--- config.mk ---
export PLATFORM = sky130hd
export DESIGN_NAME = dsp_sample_server
export DESIGN_NICKNAME = d
export VERILOG_FILES = /design/src/rtl/dsp_sample_server_pkg.sv /design/src/rtl/dsp_sample_server_rr_arbiter.sv /design/src/rtl/dsp_sample_server.sv
export SDC_FILE = /design/constraint.sdc
export NUM_CORES = 1
export LEC_CHECK = 0
export BUFFER_PORTS_ARGS = -buffer_cell sky130_fd_sc_hd__buf_2
export CORE_ASPECT_RATIO = 0.6
export CORE_MARGIN = 5
export CORE_UTILIZATION = 50
export CTS_CLUSTER_SIZE = 30
export DETAILED_ROUTE_END_ITERATION = 7
export PLACE_DENSITY = 0.66
export SLEW_MARGIN = 20
export SYNTH_ARGS = -nofsm -noshare
export SYNTH_HDL_FRONTEND = slang
export SYNTH_SLANG_ARGS = --single-unit
--- constraint.sdc ---
create_clock -name c -period 3.5 [get_ports c]
set_input_delay 0 -clock c [delete_from_list [all_inputs] [get_ports c]]
set_output_delay 0 -clock c [all_outputs]
set_load 0.02 [all_outputs]
--- src/rtl/dsp_sample_server_pkg.sv ---
// Shared definitions for the sample server: read FSM encodings, default widths
// and the modulo helper used by the round-robin logic.
package dsp_sample_server_pkg;

  localparam int DW_DEF = 16;
  localparam int AW_DEF = 6;

  localparam logic [1:0] S_IDLE = 2'd0;
  localparam logic [1:0] S_READ = 2'd1;
  localparam logic [1:0] S_RESP = 2'd2;

  // Channel index wrap; v never exceeds 2*n-2 at the call sites.
  function automatic int rr_wrap(input int v, input int n);
    return (v >= n) ? v - n : v;
  endfunction

endpackage

--- src/rtl/dsp_sample_server_rr_arbiter.sv ---
// Combinational round-robin grant: first requesting channel at or after ptr.
// The pointer register itself is owned by the parent.
module dsp_rr_arbiter
  import dsp_sample_server_pkg::*;
#(
  parameter int NCH = 2,
  parameter int IW  = (NCH > 1) ? $clog2(NCH) : 1
) (
  input  logic [NCH-1:0] req,
  input  logic [IW-1:0]  ptr,
  input  logic           en,
  output logic [NCH-1:0] grant,
  output logic [IW-1:0]  idx
);

  logic          found;
  logic [IW-1:0] cand;

  always_comb begin
    grant = '0;
    idx   = '0;
    found = 1'b0;
    cand  = '0;
    for (int i = 0; i < NCH; i++) begin
      cand = IW'(rr_wrap(int'(ptr) + i, NCH));
      if (en && !found && req[cand]) begin
        grant[cand] = 1'b1;
        idx         = cand;
        found       = 1'b1;
      end
    end
  end

endmodule

--- src/rtl/dsp_sample_server.sv ---
// Sample memory filled from a stream, serving operand reads to NCH ALU clients
// through a three-state read FSM with round-robin arbitration.
//
//   state  | meaning
//   IDLE   | waiting for any req; grants and latches address on the way out
//   READ   | synchronous memory read of the latched address
//   RESP   | drives rdata/rerr with a one-cycle rvalid to the granted channel
module dsp_sample_server
  import dsp_sample_server_pkg::*;
#(
  parameter int DW   = DW_DEF,
  parameter int AW   = AW_DEF,
  parameter int NCH  = 2,
  parameter int WRAP = 0
) (
  input  logic              c,
  input  logic              rst_n,
  input  logic              clr,
  input  logic              load_en,
  input  logic              load_set,
  input  logic [AW-1:0]     load_addr,
  input  logic [DW-1:0]     din,
  input  logic [NCH-1:0]    req,
  input  logic [NCH*AW-1:0] addr,
  output logic [NCH-1:0]    ack,
  output logic [NCH-1:0]    rvalid,
  output logic [DW-1:0]     rdata,
  output logic              rerr,
  output logic              busy,
  output logic [AW-1:0]     wr_ptr,
  output logic [AW:0]       fill_cnt,
  output logic              full,
  output logic              ovf
);

  localparam int          DEPTH    = 1 << AW;
  localparam int          IW       = (NCH > 1) ? $clog2(NCH) : 1;
  localparam logic [AW:0] FULL_CNT = (AW+1)'(DEPTH);

  logic [DW-1:0]  mem [DEPTH];
  logic [DW-1:0]  mem_q;
  logic [1:0]     state;
  logic [NCH-1:0] gnt;
  logic [IW-1:0]  gidx;
  logic [IW-1:0]  g_q;
  logic [IW-1:0]  rr_ptr;
  logic [AW-1:0]  addr_q;
  logic           wr_en;

  assign full  = (fill_cnt == FULL_CNT);
  assign wr_en = !clr && !load_set && load_en && (!full || (WRAP != 0));

  always_ff @(posedge c or negedge rst_n) begin
    if (!rst_n) begin
      wr_ptr   <= '0;
      fill_cnt <= '0;
      ovf      <= 1'b0;
    end else if (clr) begin
      wr_ptr   <= '0;
      fill_cnt <= '0;
      ovf      <= 1'b0;
    end else if (load_set) begin
      wr_ptr <= load_addr;
    end else if (load_en) begin
      if (!full) begin
        wr_ptr   <= wr_ptr + AW'(1);
        fill_cnt <= fill_cnt + (AW+1)'(1);
      end else if (WRAP != 0) begin
        wr_ptr <= wr_ptr + AW'(1);
      end else begin
        ovf <= 1'b1;
      end
    end
  end

  // Read and write share an edge, so a write during READ returns the old word.
  always_ff @(posedge c) begin
    if (wr_en) mem[wr_ptr] <= din;
    if (state == S_READ) mem_q <= mem[addr_q];
  end

  dsp_rr_arbiter #(.NCH(NCH), .IW(IW)) u_arb (
    .req   (req),
    .ptr   (rr_ptr),
    .en    (state == S_IDLE),
    .grant (gnt),
    .idx   (gidx)
  );

  always_ff @(posedge c or negedge rst_n) begin
    if (!rst_n) begin
      state  <= S_IDLE;
      ack    <= '0;
      rvalid <= '0;
      rdata  <= '0;
      rerr   <= 1'b0;
      busy   <= 1'b0;
      g_q    <= '0;
      addr_q <= '0;
      rr_ptr <= '0;
    end else begin
      case (state)
        S_IDLE: begin
          rvalid <= '0;
          if (|gnt) begin
            ack    <= gnt;
            g_q    <= gidx;
            addr_q <= addr[gidx*AW +: AW];
            busy   <= 1'b1;
            rr_ptr <= IW'(rr_wrap(int'(gidx) + 1, NCH));
            state  <= S_READ;
          end
        end
        S_READ: begin
          ack   <= '0;
          state <= S_RESP;
        end
        S_RESP: begin
          rvalid <= NCH'(1) << g_q;
          rdata  <= mem_q;
          rerr   <= !full && ({1'b0, addr_q} >= fill_cnt);
          busy   <= 1'b0;
          state  <= S_IDLE;
        end
        default: begin
          ack   <= '0;
          busy  <= 1'b0;
          state <= S_IDLE;
        end
      endcase
    end
  end

endmodule

==> results.sh, run 1 <==
export IMPL_status="finished clean"
export IMPL_final_cell_mix="edfxtp_1, mux4_2, buf_4, nand2_1, nor2_1"
export IMPL_required_ps=4000
export IMPL_finalHoldViolCount=0
export IMPL_core_area_um2=83300
export IMPL_layout_nets=2343
export IMPL_first_pass_iters=5
export IMPL_grt_pass1_vias=21261
export IMPL_yosysUniqueCellTypes=48
export IMPL_min_to="mem[6][0]"
export IMPL_area_growth_pct=15.1
export IMPL_hold_depth=1
export IMPL_cp_end_kind="flop"
export IMPL_track_usage_pct=23.4
export IMPL_fillerInstances=6088
export IMPL_powerDensity_nw_per_um2=737
export IMPL_finalMaxSlewViolations=0
export IMPL_max_vdd_ir_drop_mv=0.452
export IMPL_multi_input_area_um2=8990
export IMPL_ys_seq_elements=1086
export IMPL_synthesis_area_um2=42000
export IMPL_reg2reg_to="mem_q[14]"
export IMPL_p_leak_nw=15.8
export IMPL_path_class="flop to flop"
export IMPL_syn_avg_cell_area_um2=20.9
export IMPL_fin_cells=3506
export IMPL_yosysWarnings=0
export IMPL_place_gp_congestion=0.866
export IMPL_avgRoutedWirePerCell_um=29.7
export IMPL_path_clk_slew_ps=60
export IMPL_max_freq_mhz=306
export IMPL_drive_gt1_share_pct=29.3
export IMPL_min_delay_path_class="primary input to flop"
export IMPL_synth_top_cell_area_share_pct=74.4
export IMPL_wl_mm=104
export IMPL_fp_row_count=82
export IMPL_overflow=0
export IMPL_cap_violations=0
export IMPL_path_cells="buf_4 -> mux4_2 -> mux2i_1 -> o21ai_0 -> nand2_1 -> nor3_1"
export IMPL_worstSetupStartpointType="flop"
export IMPL_finalCriticalPeriod_ps=3260
export IMPL_path_max_fanout=28
export IMPL_dominantRegCellSynth="edfxtp_1"
export IMPL_initial_core_util_pct=50.4
export IMPL_grt_max_degree=49
export IMPL_tightestPinTransition_ps=1260
export IMPL_wl_met2_mm=44.8
export IMPL_yosysTopAreaCell="edfxtp_1"
export IMPL_grt_pass1_wl_mm=150
export IMPL_cp_buffers_inverters=1
export IMPL_arrival_ps=3770
export IMPL_synth_edff_count=1040
export IMPL_fin_worst_skew_ps=26.1
export IMPL_synth_area_leaders="edfxtp_1, mux4_2, dfrtp_1"
export IMPL_synthesis_nets=2056
export IMPL_fin_crit_sh_pct=93.3
export IMPL_dp_cells=3279
export IMPL_dp_hpwl_mm=66.2
export IMPL_cts_root_buf="clkbuf_16"
export IMPL_clock_sinks=1086
export IMPL_rrSetupSlack_ps=240
export IMPL_seq_area_um2=32400
export IMPL_cp_top_family="compound AO/OA/AOI/OAI gates"
export IMPL_insertion_delay_ps=680
export IMPL_die_w_um=384
export IMPL_cts_tree="built"
export IMPL_postRouteAntennaNets=0
export IMPL_die_h_um=234
export IMPL_cts_buffer_depth=3
export IMPL_vias=21274
export IMPL_r2r_start="addr_q[1]"
export IMPL_drc=0
export IMPL_cts_inserted_buffers=95
export IMPL_slew_headroom_pct=15.0
export IMPL_drtIter0Drc=2401
export IMPL_wl_met3_mm=13.0
export IMPL_finalSetupViolations=0
export IMPL_routed_top_layer="met4"
export IMPL_cpPeakStageDelay_ps=990
export IMPL_antenna_found_initial=2
export IMPL_final_common_cell="edfxtp_1"
export IMPL_ios=78
export IMPL_portBuffers=77
export IMPL_reg2regPathDepth=6
export IMPL_cpMaxStageDelayCell="o21ai_0"
export IMPL_synthArstFlopShare_pct=4.24
export IMPL_viasPerCell=6.07
export IMPL_synthCells=2006
export IMPL_h_tree_depth=3
export IMPL_min_from="din[0]"
export IMPL_tns_ps=0
export IMPL_ys_seq_area_share_pct=77.2
export IMPL_rsz0062_at_grt="no"
export IMPL_die_area_um2=90000
export IMPL_drt_met1_wl_mm=44.4
## routing by layer
metal,up-vias,track usage (%)
met3,121,8.44
met1,11244,35.2
met4,0,5.01
met2,1090,33.4
li1,8819,-
met5,-,0
## cell usage after synthesis, drive strengths merged (13+ instances only)
cell type / n
mux2: 39
a221oi: 16
nand3: 20
a22oi: 30
a211oi: 13
mux2i: 51
nor2: 102
clkbuf: 38
o21ai: 24
nand2: 108
nor3: 13
a21oi: 36
dfrtp: 46
inv: 15
buf: 69
edfxtp: 1040
mux4: 244
## cells by family (layout without fill, tap and decap cells)
family	after synthesis	after routing	synth area share, %
AOI/OAI and AO/OA	149	149	2.36
xor gates and xnor gates	11	11	0.230
adders and majority gates	9	9	0.268
buffers and inverters	122	487	1.46
DFF	1086	1086	77.2
muxes	334	334	15.4
other	0	1	0
and+or+nand+nor	295	295	3.16
## how the worst max path moves through the flow
stage / from / end / slack, ps / cells past startpoint
floorplan: fill_cnt[0] / mem[31][0] / 30 / 6
global placement: fill_cnt[0] / mem[62][0] / 350 / 8
detailed placement: fill_cnt[0] / mem[62][8] / 260 / 8
CTS: fill_cnt[0] / mem[62][5] / 230 / 8
global route: fill_cnt[0] / mem[32][8] / 180 / 8
finish: addr_q[1] / mem_q[14] / 240 / 6
## flip-flops by register name (all words and copies together), names as in the netlist
signal and count:
state 2, rerr 1, addr_q 6, rdata 16, fill_cnt 7, rvalid 2
ovf 1, busy 1, g_q 1, rr_ptr 1, wr_ptr 6, mem 1024
mem_q 16, ack 2
## final cells by class
cell class	count	area share, %
Antenna cell	1	0.00518
Clock buffer	128	5.43
Clock inverter	47	1.01
Inverter	15	0.117
Multi-Input combinational cell	798	18.6
Sequential cell	1086	67.0
Tap cell	1134	2.94
Timing Repair Buffer	297	4.83
## power breakdown
group	switching (W)	total, W	internal [W]
clock network	0.00458	0.0105	0.00594
logic	0.00548	0.00983	0.00435
registers	0.000585	0.0152	0.0147
## repair_timing
action,in CTS,in global routing
hold buffers,51,0
endpoints found under the setup margin,0,22
endpoints found under the hold margin,326,0
gates resized for setup,0,1
setup buffers,0,0
## stage by stage
step | setup WS, ps | utilization, % | total power [W] | hold WS (ps) | cell area (um^2)
floorplan | 29.0 | - | 0.0214 | -296 | 42000
global placement | 347 | 53.6 | 0.0251 | -17.5 | 44700
detailed placement | 257 | 53.6 | 0.0252 | 0.630 | 44700
CTS | 234 | 58.0 | 0.0357 | 25.8 | 48300
global route | 185 | 58.0 | 0.0370 | 46.9 | 48300
finish | 236 | 58.0 | 0.0356 | 46.9 | 48300
(Power assumes the default switching activity.)
==> run 2, diff against run 1 <==
CORE_MARGIN = unset   (was 5)
==> results.sh, run 2 (synthesis results as in run 1) <==
export IMPL_swShare_pct=30.6
export IMPL_path_class="flop to flop"
export IMPL_cp_buffers_inverters=2
export IMPL_slew_headroom_pct=16.8
export IMPL_viasPerCell=6.18
export IMPL_p_seq_share_pct=42.5
export IMPL_avgRoutedWirePerCell_um=30.9
export IMPL_status="finished clean"
export IMPL_first_pass_iters=7
export IMPL_preCtsSetupSlack_ps=87.0
export IMPL_cts_root_buf="clkbuf_16"
export IMPL_powerDensity_nw_per_um2=745
export IMPL_max_vdd_ir_drop_mv=0.438
export IMPL_drtIter0Drc=2650
export IMPL_insertion_delay_ps=690
export IMPL_grt_pass1_wl_mm=153
export IMPL_tightestPinTransition_ps=1230
export IMPL_layout_nets=2320
export IMPL_finalHoldViolCount=0
export IMPL_fin_crit_sh_pct=93.0
export IMPL_clkPwrFrac_pct=29.8
export IMPL_cpPeakStageDelay_ps=720
export IMPL_tns_ps=0
export IMPL_largest_register_ff_count=1024
export IMPL_finalMaxSlewViolations=0
export IMPL_drive_gt1_share_pct=28.4
export IMPL_clock_sinks=1086
export IMPL_fin_worst_skew_ps=18.8
export IMPL_path_clk_slew_ps=70
export IMPL_cpMaxStageDelayCell="dfrtp_4"
export IMPL_overflow=0
export IMPL_portBuffers=77
export IMPL_place_area_um2=44500
export IMPL_largest_register="mem"
export IMPL_core_area_um2=82300
export IMPL_initial_core_util_pct=51.0
export IMPL_cap_violations=0
export IMPL_ios=78
export IMPL_cp_top_family="buffers and inverters"
export IMPL_track_usage_pct=25.8
export IMPL_stdcell_area_um2=48100
export IMPL_finalSetupViolations=0
export IMPL_path_max_fanout=30
export IMPL_cts_tree="built"
export IMPL_cp_end_kind="flop"
export IMPL_final_common_cell="edfxtp_1"
export IMPL_required_ps=3910
export IMPL_p_leak_nw=15.6
export IMPL_postRouteAntennaNets=0
export IMPL_area_growth_pct=14.7
export IMPL_place_gp_congestion=0.910
export IMPL_pwr_share_comb_pct=27.7
export IMPL_path_cells="buf_12 -> buf_4 -> mux4_2 -> nand2_1 -> a21oi_1 -> a211oi_2 -> nor3_1"
export IMPL_drc=0
export IMPL_die_area_um2=85100
export IMPL_max_freq_mhz=307
export IMPL_cts_setup_buffers=0
export IMPL_finalCriticalPeriod_ps=3250
export IMPL_p_int_w=0.0249
export IMPL_fp_row_count=81
export IMPL_grt_max_degree=65
export IMPL_h_tree_depth=3
export IMPL_antenna_found_initial=7
export IMPL_min_delay_path_class="primary input to flop"
export IMPL_cts_buffer_depth=3
export IMPL_final_cell_mix="edfxtp_1, mux4_2, buf_4, nand2_1, nor2_1"
export IMPL_die_w_um=376
export IMPL_die_h_um=226
export IMPL_cts_inserted_buffers=94
export IMPL_vias=21471
export IMPL_worstSetupStartpointType="flop"
export IMPL_layout_setup_ws_ps=247
export IMPL_grt_pass1_vias=21176
export IMPL_rsz0062_at_grt="no"
export IMPL_p_sw_w=0.0110
export IMPL_dp_hpwl_mm=67.4
export IMPL_arrival_ps=3670
export IMPL_wl_mm=107
export IMPL_reg_top3="mem (1024), mem_q (16), rdata (16)"
## run 2: changes by cell type in the layout (fill, tap and decap cells not counted), sizes merged
cell	before	now
clkinv	31	41
buf	246	226
clkbuf	129	115
diode	1	2
inv	18	19
dlygate4sd3	50	49
bufinv	9	13
## run 2: worst reg2reg max path, cell delays in order (launching register included)
cell	delay, ps
dfrtp_4	720
buf_12	350
buf_4	420
mux4_2	560
nand2_1	80
a21oi_1	70
a211oi_2	650
nor3_1	130
## run 2: what timing repair did
action                                 4_1_cts  5_1_grt
endpoints found under the hold margin      323      129
hold buffers                                47        3
setup endpoints to repair                    0        4
resized for setup                            0        4
## run 2: power groups by stage
stage               Combinational, W  Sequential [W]  Clock, W
floorplan                    0.00623          0.0152         0
global placement             0.00964          0.0155         0
detailed placement           0.00967          0.0155         0
CTS                          0.00980          0.0152    0.0108
global route                  0.0105          0.0153    0.0113
finish                       0.00994          0.0152    0.0107
## run 2: worst paths after layout
kind | startpoint | end | slack, ps | cells after the start
min in group asynchronous | rst_n | state[1] | 450 | 4
hold / removal | din[10] | mem[46][10] | 20 | 1
hold reg to reg | mem_q[5] | rdata[5] | 480 | 1
setup reg to reg | addr_q[1] | mem_q[11] | 250 | 7
setup / recovery | addr_q[1] | mem_q[11] | 250 | 7
max in group asynchronous | rst_n | addr_q[0] | 2660 | 4
## run 2: metal layers
layer / vias up / track usage, % / routed length, um
met5: - / 0 / 13
met4: 2 / 6.07 / 1970
met3: 135 / 11.3 / 15000
met1: 11399 / 38.8 / 46100
li1: 8786 / - / -
met2: 1149 / 34.5 / 44400
## run 2: layout make-up
class	count	area, um^2
flip-flops and latches	1086	32400
multi-input cells	798	9000
clock inverters	62	629
diodes	2	5.00
clock buffers	115	2490
repair buffers	275	2160
inverters	15	56.3
well taps	1120	1400
fillers	5968	34200
## run 2: through the flow
step / hold slack (ps) / total power (W) / utilization (%) / instances
6_report: 21.7 / 0.0359 / 58.5 / 3473
2_1_floorplan: -296 / 0.0214 / - / 2006
3_3_place_gp: 91.9 / 0.0252 / 54.0 / 3243
4_1_cts: 0.569 / 0.0359 / 58.4 / 3467
3_5_place_dp: 105 / 0.0252 / 54.0 / 3243
5_1_grt: 44.5 / 0.0371 / 58.5 / 3471
==> run 3, diff against run 2 <==
SYNTH_HIERARCHICAL = 1   (was unset)
==> results.sh, run 3 <==
export IMPL_ios=78
export IMPL_synthesis_area_um2=41800
export IMPL_min_delay_path_class="primary input to flop"
export IMPL_finalCriticalPeriod_ps=3140
export IMPL_tightestPinTransition_ps=1120
export IMPL_die_h_um=226
export IMPL_synth_common_cells="edfxtp_1, mux4_2, mux2i_1"
export IMPL_finalMaxSlewViolations=0
export IMPL_grt_pass1_wl_mm=153
export IMPL_synth_edff_count=1040
export IMPL_finalHoldViolCount=0
export IMPL_path_clk_slew_ps=70
export IMPL_powerDensity_nw_per_um2=730
export IMPL_status="finished clean"
export IMPL_worstSetupStartpointType="flop"
export IMPL_fin_hold_ws_ps=23.7
export IMPL_final_common_cell="edfxtp_1"
export IMPL_syn_avg_cell_area_um2=21.7
export IMPL_synthCells=1931
export IMPL_yosysTopAreaCell="edfxtp_1"
export IMPL_clock_sinks=1086
export IMPL_largest_register_ff_count=1024
export IMPL_cts_hold_buffers=51
export IMPL_r2r_start="fill_cnt[0]"
export IMPL_initial_core_util_pct=50.9
export IMPL_synthesis_nets=1981
export IMPL_grt_pass1_vias=20762
export IMPL_p_leak_nw=15.4
export IMPL_slew_headroom_pct=25.6
export IMPL_largest_register="mem"
export IMPL_drtIter0Drc=3023
export IMPL_overflow=0
export IMPL_place_area_um2=44400
export IMPL_path_class="flop to flop"
export IMPL_antenna_found_initial=3
export IMPL_die_area_um2=84900
export IMPL_place_gp_congestion=0.888
export IMPL_ys_seq_elements=1086
export IMPL_cts_inserted_buffers=93
export IMPL_cts_buffer_depth=3
export IMPL_track_usage_pct=25.7
export IMPL_stdcell_area_um2=47800
export IMPL_startpoint="fill_cnt[0]"
export IMPL_min_from="din[13]"
export IMPL_viasPerCell=6.30
export IMPL_yosysUniqueCellTypes=46
export IMPL_core_area_um2=82200
export IMPL_tns_ps=0
export IMPL_die_w_um=375
export IMPL_drc=0
export IMPL_reg_top3="mem (1024), mem_q (16), rdata (16)"
export IMPL_area_growth_pct=14.3
export IMPL_synth_area_leaders="edfxtp_1, mux4_2, dfrtp_1"
export IMPL_cts_setup_buffers=0
export IMPL_cts_resized=0
export IMPL_grt_max_degree=65
export IMPL_dominantRegCellSynth="edfxtp_1"
export IMPL_h_tree_depth=3
export IMPL_max_freq_mhz=318
export IMPL_required_ps=3870
export IMPL_cts_tree="built"
export IMPL_postRouteAntennaNets=0
export IMPL_portBuffers=77
export IMPL_synthArstFlopShare_pct=4.24
export IMPL_wl_mm=106
export IMPL_rsz0062_at_grt="no"
export IMPL_synth_top_cell_area_share_pct=74.6
export IMPL_fin_crit_sh_pct=89.7
export IMPL_avgRoutedWirePerCell_um=31.4
export IMPL_vias=21354
export IMPL_final_cell_mix="edfxtp_1, mux4_2, buf_4, mux2i_1, clkbuf_16"
export IMPL_dp_hpwl_mm=66.8
export IMPL_drive_gt1_share_pct=27.7
export IMPL_finalSetupViolations=0
export IMPL_first_pass_iters=5
export IMPL_path_max_fanout=12
export IMPL_fp_row_count=81
export IMPL_ys_seq_area_share_pct=77.4
export IMPL_cap_violations=0
export IMPL_yosysWarnings=6
export IMPL_cts_root_buf="clkbuf_16"
export IMPL_arrival_ps=3510
export IMPL_fin_worst_skew_ps=24.0
export IMPL_layout_nets=2248
export IMPL_insertion_delay_ps=690
export IMPL_synth_most_common_cell="edfxtp_1"
export IMPL_max_vdd_ir_drop_mv=0.614
export IMPL_cp_end_kind="flop"
-- run 3: cell count changes in the layout (fill, tap and decap cells not counted), moves of 14 or more --
| cell | previous run | this run |
|---|---|---|
| nand2_1 | 108 | 28 |
| mux2i_1 | 51 | 106 |
| o22ai_1 | 9 | 34 |
| mux2_2 | 39 | 16 |
| nor2_1 | 100 | 82 |
| a211oi_1 | 9 | 26 |
| a21oi_1 | 36 | 20 |
| a221oi_1 | 16 | 0 |
| o221ai_1 | 0 | 15 |
| a22oi_1 | 30 | 16 |
-- run 3: final cells by class --
type | instances | area (um^2)
timing repair buffer | 277 | 2190
antenna | 3 | 7.51
sequential | 1086 | 32400
clock inverter | 42 | 303
inverter | 15 | 56.3
fill | 5843 | 34400
clock buffer | 121 | 2550
tap | 1120 | 1400
multi-input combinational | 725 | 8910
-- run 3: logic make-up after synthesis --
family,share of synthesized area (%)
mux,16.0
fa+ha+maj,0.269
buf+inv,1.42
xor+xnor,0.230
flops,77.4
simple gates,1.86
compound gates,2.79
-- run 3: power breakdown --
part | leakage [nW] | internal, W | switching, W
sequential | 9.92 | 0.0146 | 0.000571
combinational | 4.06 | 0.00418 | 0.00558
clock | 1.39 | 0.00535 | 0.00457
total | 15.4 | 0.0242 | 0.0107
-- run 3: final timing paths --
path,end,slack [ps],depth (start not counted)
hold reg to reg,rvalid[0],490,1
max in group asynchronous,addr_q[0],2580,3
min in group asynchronous,rvalid[0],430,3
setup reg to reg,mem[58][1],360,8
setup / recovery,mem[58][1],360,8
hold / removal,mem[53][13],20,1
-- run 3: worst max-delay path, cell delays in order, from the launching register on --
cell      delay, ps
dfrtp_1         420
inv_1            90
ha_1            210
and3_1          180
nand2b_1        300
nor3_1          460
nand2_1         550
nor2_1          330
buf_4           260
-- run 3: layer usage --
metal	GRT usage [%]	vias to the layer above	part of all wire, %
met3	5.92	143	12
met2	34.7	1292	42
met4	6.00	2	1.9
li1	-	8605	-
met5	0	-	0.010
met1	42.0	11312	44
-- run 3: stage by stage --
step | power, W | util, % | worst slack [ps] | instances
2_1_floorplan | 0.0213 | - | 514 | 1931
4_1_cts | 0.0350 | 58.1 | 404 | 3384
3_5_place_dp | 0.0251 | 54.0 | 445 | 3170
6_report | 0.0349 | 58.2 | 360 | 3389
3_3_place_gp | 0.0249 | 54.0 | 437 | 3170
5_1_grt | 0.0359 | 58.2 | 179 | 3386
